**src/rtl/serial_parity_loader_pkg.sv**
```systemverilog
// Shared constants and state encoding for the serial parity loader.
package serial_parity_loader_pkg;

    localparam int NBITS    = 8;
    localparam int BITCNT_W = 3;

    typedef enum logic [1:0] {
        ST_IDLE  = 2'd0,
        ST_SHIFT = 2'd1,
        ST_STOP  = 2'd2,
        ST_WRITE = 2'd3
    } state_e;

endpackage

```
**src/rtl/serial_parity_loader_idle_timer.sv**
```systemverilog
// Reloadable down-counter: expire pulses on the enabled cycle that would take it from 1 to 0.
module idle_timer #(
    parameter int TIMEOUT = 16
) (
    input  logic clk,
    input  logic rst,
    input  logic clr,
    input  logic en,
    output logic expire
);

    localparam int CW = (TIMEOUT < 2) ? 1 : $clog2(TIMEOUT + 1);

    logic [CW-1:0] cnt_q;
    logic [CW-1:0] cnt_d;

    // Reload on clear; count down while enabled and not yet exhausted.
    always_comb begin
        cnt_d = cnt_q;
        if (clr) begin
            cnt_d = CW'(TIMEOUT);
        end else if (en && (cnt_q != CW'(0))) begin
            cnt_d = cnt_q - CW'(1);
        end else begin
            cnt_d = cnt_q;
        end
    end

    // Counter register.
    always_ff @(posedge clk or posedge rst) begin
        if (rst) begin
            cnt_q <= CW'(TIMEOUT);
        end else begin
            cnt_q <= cnt_d;
        end
    end

    // A zero TIMEOUT never expires, so frames wait indefinitely.
    assign expire = (TIMEOUT != 0) && en && !clr && (cnt_q == CW'(1));

endmodule

```
**src/rtl/serial_parity_loader.sv**
```systemverilog
// Serial-to-byte loader with parity and one-cycle memory write strobe.
// Optional stop-bit check enabled by defining SERIAL_PARITY_LOADER_STOP_CHECK_EN.
module serial_parity_loader
    import serial_parity_loader_pkg::*;
#(
    parameter int TIMEOUT = 16,
    parameter int CNT_W   = 16
) (
    input  logic             CLK,
    input  logic             RST,
    input  logic             SIN,
    input  logic             SVALID,
    output logic             SREADY,
    output logic [0:NBITS-1] DATAIN,
    output logic             PIN,
    output logic             WR,
    output logic             RD,
    output logic             TOUT,
    output logic             FERR,
    output logic [CNT_W-1:0] WCOUNT
);

    localparam logic [1:0] S_IDLE  = ST_IDLE;
    localparam logic [1:0] S_SHIFT = ST_SHIFT;
    localparam logic [1:0] S_WRITE = ST_WRITE;
`ifdef SERIAL_PARITY_LOADER_STOP_CHECK_EN
    localparam logic [1:0] S_STOP  = ST_STOP;
`endif

    logic [1:0]          state_q,  state_d;
    logic [BITCNT_W-1:0] bitcnt_q, bitcnt_d;
    logic [0:NBITS-1]    sreg_q,   sreg_d;
    logic [0:NBITS-1]    datain_q, datain_d;
    logic                pin_q,    pin_d;
    logic                wr_q,     wr_d;
    logic                rd_q,     rd_d;
    logic                sready_q, sready_d;
    logic                tout_q,   tout_d;
    logic                ferr_q,   ferr_d;
    logic [CNT_W-1:0]    wcount_q, wcount_d;

    logic xfer_s;
    logic in_frame_s;
    logic expire_s;

    assign xfer_s = SVALID && sready_q;
`ifdef SERIAL_PARITY_LOADER_STOP_CHECK_EN
    assign in_frame_s = (state_q == S_SHIFT) || (state_q == S_STOP);
`else
    assign in_frame_s = (state_q == S_SHIFT);
`endif

    idle_timer #(.TIMEOUT(TIMEOUT)) u_idle_timer (
        .clk    (CLK),
        .rst    (RST),
        .clr    (xfer_s || !in_frame_s),
        .en     (in_frame_s && !xfer_s),
        .expire (expire_s)
    );

    // Next-state, shift register and output-register updates.
    always_comb begin
        state_d  = state_q;
        bitcnt_d = bitcnt_q;
        sreg_d   = sreg_q;
        datain_d = datain_q;
        pin_d    = pin_q;
        wcount_d = wcount_q;
        tout_d   = 1'b0;
        ferr_d   = 1'b0;
        case (state_q)
            S_IDLE: begin
                if (xfer_s) begin
                    sreg_d[0] = SIN;
                    bitcnt_d  = BITCNT_W'(1);
                    state_d   = S_SHIFT;
                end else begin
                    state_d = S_IDLE;
                end
            end
            S_SHIFT: begin
                if (xfer_s) begin
                    sreg_d[bitcnt_q] = SIN;
                    bitcnt_d         = bitcnt_q + BITCNT_W'(1);
                    if (bitcnt_q == BITCNT_W'(NBITS - 1)) begin
`ifdef SERIAL_PARITY_LOADER_STOP_CHECK_EN
                        state_d = S_STOP;
`else
                        state_d  = S_WRITE;
                        datain_d = sreg_d;
                        pin_d    = ^sreg_d;
                        wcount_d = wcount_q + CNT_W'(1);
`endif
                    end else begin
                        state_d = S_SHIFT;
                    end
                end else if (expire_s) begin
                    tout_d   = 1'b1;
                    bitcnt_d = BITCNT_W'(0);
                    state_d  = S_IDLE;
                end else begin
                    state_d = S_SHIFT;
                end
            end
`ifdef SERIAL_PARITY_LOADER_STOP_CHECK_EN
            S_STOP: begin
                if (xfer_s && SIN) begin
                    state_d  = S_WRITE;
                    datain_d = sreg_q;
                    pin_d    = ^sreg_q;
                    wcount_d = wcount_q + CNT_W'(1);
                end else if (xfer_s) begin
                    ferr_d  = 1'b1;
                    state_d = S_IDLE;
                end else if (expire_s) begin
                    tout_d  = 1'b1;
                    state_d = S_IDLE;
                end else begin
                    state_d = S_STOP;
                end
            end
`endif
            S_WRITE: begin
                bitcnt_d = BITCNT_W'(0);
                state_d  = S_IDLE;
            end
            default: begin
                bitcnt_d = BITCNT_W'(0);
                state_d  = S_IDLE;
            end
        endcase
        // Strobes are registered from the next state so they align with WRITE.
        wr_d     = (state_d == S_WRITE);
        rd_d     = !wr_d;
        sready_d = !wr_d;
    end

    // State and output registers.
    always_ff @(posedge CLK or posedge RST) begin
        if (RST) begin
            state_q  <= S_IDLE;
            bitcnt_q <= BITCNT_W'(0);
            sreg_q   <= NBITS'(0);
            datain_q <= NBITS'(0);
            pin_q    <= 1'b0;
            wr_q     <= 1'b0;
            rd_q     <= 1'b1;
            sready_q <= 1'b1;
            tout_q   <= 1'b0;
            ferr_q   <= 1'b0;
            wcount_q <= CNT_W'(0);
        end else begin
            state_q  <= state_d;
            bitcnt_q <= bitcnt_d;
            sreg_q   <= sreg_d;
            datain_q <= datain_d;
            pin_q    <= pin_d;
            wr_q     <= wr_d;
            rd_q     <= rd_d;
            sready_q <= sready_d;
            tout_q   <= tout_d;
            ferr_q   <= ferr_d;
            wcount_q <= wcount_d;
        end
    end

    assign SREADY = sready_q;
    assign DATAIN = datain_q;
    assign PIN    = pin_q;
    assign WR     = wr_q;
    assign RD     = rd_q;
    assign TOUT   = tout_q;
    assign FERR   = ferr_q;
    assign WCOUNT = wcount_q;

endmodule
```
**config.mk**
```make
export PLATFORM = sky130hd
export DESIGN_NAME = serial_parity_loader
export DESIGN_NICKNAME = d
export VERILOG_FILES = /design/src/rtl/serial_parity_loader_pkg.sv /design/src/rtl/serial_parity_loader_idle_timer.sv /design/src/rtl/serial_parity_loader.sv
export SDC_FILE = /design/constraint.sdc
export NUM_CORES = 1
export LEC_CHECK = 0
export CAP_MARGIN = 0
export CORE_MARGIN = 3
export CORE_UTILIZATION = 53
export CTS_CLUSTER_SIZE = 14
export DETAILED_ROUTE_END_ITERATION = 8
export HOLD_SLACK_MARGIN = 0.05
export PLACE_DENSITY = 0.91
export SLEW_MARGIN = 25
export SYNTH_ARGS = -nofsm -noshare
export SYNTH_HDL_FRONTEND = slang
export SYNTH_SLANG_ARGS = --single-unit
```
**constraint.sdc**
```tcl
create_clock -name CLK -period 2 [get_ports CLK]
set_clock_uncertainty 0.1 [all_clocks]
set_input_delay 0.3 -clock CLK [delete_from_list [all_inputs] [get_ports CLK]]
set_output_delay 0.3 -clock CLK [all_outputs]
set_load 0.02 [all_outputs]
```
Yosys cells after proc, flatten, opt, wreduce, memory -nomap -nowiden
Cells that the tools add are included.
Widths: inputs -> output; s select.
{ "totals": {"inputBits": 4, "ff_bits": 46} }
{ "op_classes": {"eq_ne": 7, "magnitude_cmp": 2, "n_reduce_logical": 20, "bitwise_logic": 1, "add_sub_neg": 3, "muxes": 20} }
{ "ops": {"columns": ["op", "n"], "rows": [
  ["$add 16x1->16 const B", 1],
  ["$mux 5", 2],
  ["$mux 3", 3],
  ["$bwmux 8", 1],
  ["$mux 8", 1],
  ["$reduce_xor 8->1", 1],
  ["$mux 1", 7],
  ["$logic_and 1x1->1", 6],
  ["$pmux 3 s2", 1],
  ["$reduce_and 3->1", 2],
  ["$eq 5x1->1 const B", 1],
  ["$reduce_bool 5->1", 1],
  ["$sub 5x1->5 const B", 1],
  ["$ge 4x4->1 const B", 1],
  ["$logic_not 1->1", 4],
  ["$lt 4x1->1 const B", 1],
  ["$mux 2", 2],
  ["$ne 2x2->1 const B", 2],
  ["$not 3->4", 1],
  ["$pmux 2 s2", 1],
  ["$reduce_and 2->1", 2],
  ["$reduce_bool 2->1", 2],
  ["$add 3x1->3 const B", 1],
  ["$demux 1 s3", 1],
  ["7 further kinds", 7]
]} }

Longest topological paths before layout
{ "logic_depth": {"word_depth": 11, "mapped_depth": 8, "ltp_nobuf": 8} }

Modules after synthesis
A second synthesis with hierarchy kept.
{ "hier_totals": {"cells_unflattened": 207, "hier_area_um2": 2215.9} }
{ "by_module_without_submodules": {"columns": ["module", "cells_per_inst", "area_each_um2", "n_inst", "seq_area_each_um2"], "rows": [
  ["serial_parity_loader", 175, 1889.3, 1, 1027.2],
  ["idle_timer", 32, 326.6, 1, 126.4]
]} }

Worst setup path after synthesis
OpenSTA, ideal clock, no wires.
{ "synth_path": {"path_type": "register -> register", "start": "register sready_q, in the netlist SREADY", "end": "register wcount_q[10], in the netlist WCOUNT[10]", "path_stages_with_launch": 7, "setup_time_ns": 0.130, "t_arrival_ns": 1.600, "setup_slack_ns": 0.170, "period_less_slack_ns": 1.830, "cell_sequence": "dfstp_2 -> nand4b_4 -> nor2_4 -> nand4_1 -> nor2_1 -> nand3_1 -> xnor2_1"} }
{ "synth_via": {"elab_chain_cells": 2} }
{ "synth_lines": {"columns": ["item", "line_no", "text"], "rows": [
  ["start, declared", "serial_parity_loader.sv:37", "logic sready_q, sready_d;"],
  ["start signal, assigned", "serial_parity_loader.sv:160", "sready_q <= sready_d;"],
  ["$logic_and 1x1->1", "serial_parity_loader.sv:46", "assign xfer_s = SVALID && sready_q;"],
  ["$reduce_and 3->1 (no line)", null, null],
  ["end signal, assigned", "serial_parity_loader.sv:163", "wcount_q <= wcount_d;"],
  ["end, declared", "serial_parity_loader.sv:40", "logic [CNT_W-1:0] wcount_q, wcount_d;"]
]} }
No other way between the ends.
A chain may end at the register's enable or synchronous reset.

Worst setup path in the final report
{ "layout_path": {"start": "register sready_q, in the netlist SREADY", "end": "output SREADY"} }
{ "layout_lines": {"columns": ["item", "line_no", "text"], "rows": [
  ["end, declared", "serial_parity_loader.sv:13", "output logic SREADY,"]
]} }
No word-level cell between the ends.

==> results.cfg <==
[timing]
min_period_over_period_pct = 94.9
setup_viol = 0
drv_slew = 0
hold_viol_final = 0
rsz0062_at_grt = no
max_freq_ghz = 0.527
fin_ws_ps = 103
post-route-min-period_ps = 1900

[power_and_ir_drop]
p_switching_w = 0.00133
seqPwrFrac_pct = 39.2
netSwitchingFraction_pct = 36.1
power.internal_w = 0.00236
leakage_nw = 1.21
power_frac_comb_pct = 46.3
power_frac_clock_pct = 14.5
power.density_nw_per_um2 = 1350
vdd_drop_max_mv = 0.852

[critical_path]
r2r_cells = 7
critPathCapture = SREADY
rrSetupSlack_ps = 110
path_max_fanout = 5
worstReg2RegStart = bitcnt_q[0]
start_kind = flop
r2r_end = PIN
max_stage_delay_ps = 620
crit_path_end_kind = primary output
cp_num_buf_inv = 1
crit_required_ps = 1600
crit_path_top_delay_cell = clkdlybuf4s50_1
crit_cells = 1
critPathTopFamily = buffers and inverters
crit_type = flop to primary output
path_cells = clkdlybuf4s50_1
cp.arrival_ps = 1500
cp-startpoint = SREADY

[cts]
clock_latency_ps = 290
clkSlewWorstSetupHoldPaths_ps = 80
clock-root-buffer = clkbuf_8
cts_tree = yes
cts_htree_levels = 2
clock_path_buffers = 2
cts.sinks = 46
cts_buffers = 5

[floorplanning]
die_h_um = 70.4
row_count = 22
die-area_um2 = 4950
die_width_um = 70.4
core_area_um2 = 3830
start_util_pct = 57.4
io-pin-count = 34

[drt]
drt_wl_total_mm = 4.17
via_per_inst = 5.20
routed.top_layer = met4
dr_wl_met2_mm = 2.11
first_pass_iters = 4
drc = 0
drt_iter0_drc = 62
via_count = 1517
ant_nets = 0
wl_met1_mm = 1.88
post_drt_wl_per_cell_um = 14.3
route.met3.wl_um = 109

[grt]
grt_overflow_total = 0
grt_antenna_before_repair = 0
grt_pass1_vias = 1533
grt_max_degree = 47
grt_use_total_pct = 18.0
grt_pass1_wl_mm = 7.02

[cells_and_area]
finalNetCount = 252
antenna_cells = 0
final_cell_mix = 42 x dfrtp_1, 32 x clkdlybuf4s50_1, 22 x nor2_1, 20 x xnor2_1, 16 x nand2_1
layout_commonest_cell = dfrtp_1
regArea_um2 = 1160
area_growth_pct = 24.3
n_fill_cell = 279
final_util_pct = 71.3
drive_gt1_share_pct = 17.2
multiInputGateArea_um2 = 945

[flow_run]
maxCapViolCount = 0

[synthesis]
netlist_top_cells_area = dfrtp_1 50%, xnor2_1 8.0%, nor2_1 3.9%, a21oi_1 3.2%, ha_1 2.9%
synth_top_area_share_pct = 50.2
ys.warnings.count = 0
synthesis.nets = 207
synth_cell_types = 40
ys_seq_area_share_pct = 52.6
syn_area_um2 = 2190
ys_ff_latch = 46
synth_area_per_cell_um2 = 11.1
yosys.area.top_type = dfrtp_1
netlist_instances = 198

[place]
gp_congestion = 0.777
port-buffer-count = 32
post-place-ws_ps = -63.5
hpwlAfterDp_mm = 2.98

[status]
status = complete, no violations

[worst_hold_path]
hold_class = primary input to async pin
-- cell usage after synthesis, drive strengths merged --
master / instances
nor3b: 4
xor2: 3
a311oi: 1
and2: 2
dfstp: 2
and3: 1
nand3b: 6
or2: 1
buf: 7
xnor2: 20
nor3: 1
mux2: 2
a21o: 1
conb: 1
ha: 5
nor2: 24
nand2: 16
o21ai: 7
a211oi: 1
or3: 1
dfrtp: 44
clkbuf: 4
inv: 6
nand4: 4
nand2b: 1
and2b: 1
mux2i: 8
and4: 2
a21oi: 14
nand3: 5
a32oi: 2
nand4b: 1
-- layer usage --
layer  up-vias  GRT usage (%)
met5         -              0
met4         0           7.02
met3         5           3.45
met2        32           29.9
met1       731           23.1
li1        749              -
-- cell families after synthesis --
kind of cell / synth area share [%]
other cells: 0.171
buf+inv: 4.79
xor+xnor: 9.18
mux: 5.36
fa+ha+maj: 2.85
compound gates: 6.67
flops: 52.6
simple gates: 18.4
-- layout make-up --
cell class	instances	area share, %
multi-input cells	135	34.6
repair buffers	49	17.0
clock buffers	8	2.94
flip-flops and latches	46	42.4
inverters	6	0.826
well taps	48	2.20
-- flip-flops by register name, indices dropped and copies added (netlist names), 2 cells and up --
register	count
state_q	2
DATAIN	8
sreg_q	8
bitcnt_q	3
WCOUNT	16
u_idle_timer.cnt_q	5
-- how the worst min path moves through the flow --
stage / startpoint / to / slack [ps]
global placement: WCOUNT[15] / WCOUNT[15] / 360
floorplan: sreg_q[1] / sreg_q[1] / 350
CTS: RST / PIN / 250
detailed placement: WCOUNT[15] / WCOUNT[15] / 370
finish: RST / DATAIN[4] / 250
global route: RST / PIN / 290
-- timing repair --
item / CTS / global route
cloned: 0 / 0
hold buffers: 0 / 0
setup endpoints to repair: 8 / 8
pin swaps: 0 / 2
gates resized for setup: 2 / 5
setup buffers: 0 / 4
-- power groups by stage --
stage	clock network, W	logic (W)	registers (W)
after floorplan	0	0.00108	0.00152
after global placement	0	0.00159	0.00145
after detailed placement	0	0.00164	0.00147
after CTS	0.000545	0.00165	0.00145
after global routing	0.000583	0.00187	0.00149
final	0.000535	0.00171	0.00144
-- per-stage QoR --
stage,total power [W],hold slack (ps),setup TNS (ps),cells,instance area [um2]
after floorplan,0.00261,349,0,198,2190
final,0.00369,246,0,292,2730
after detailed placement,0.00311,366,-98.4,280,2600
after CTS,0.00365,254,0,288,2690
after global placement,0.00304,363,0,280,2600
after global routing,0.00394,289,0,292,2730
Note: power is estimated with default switching activity, not from simulation.
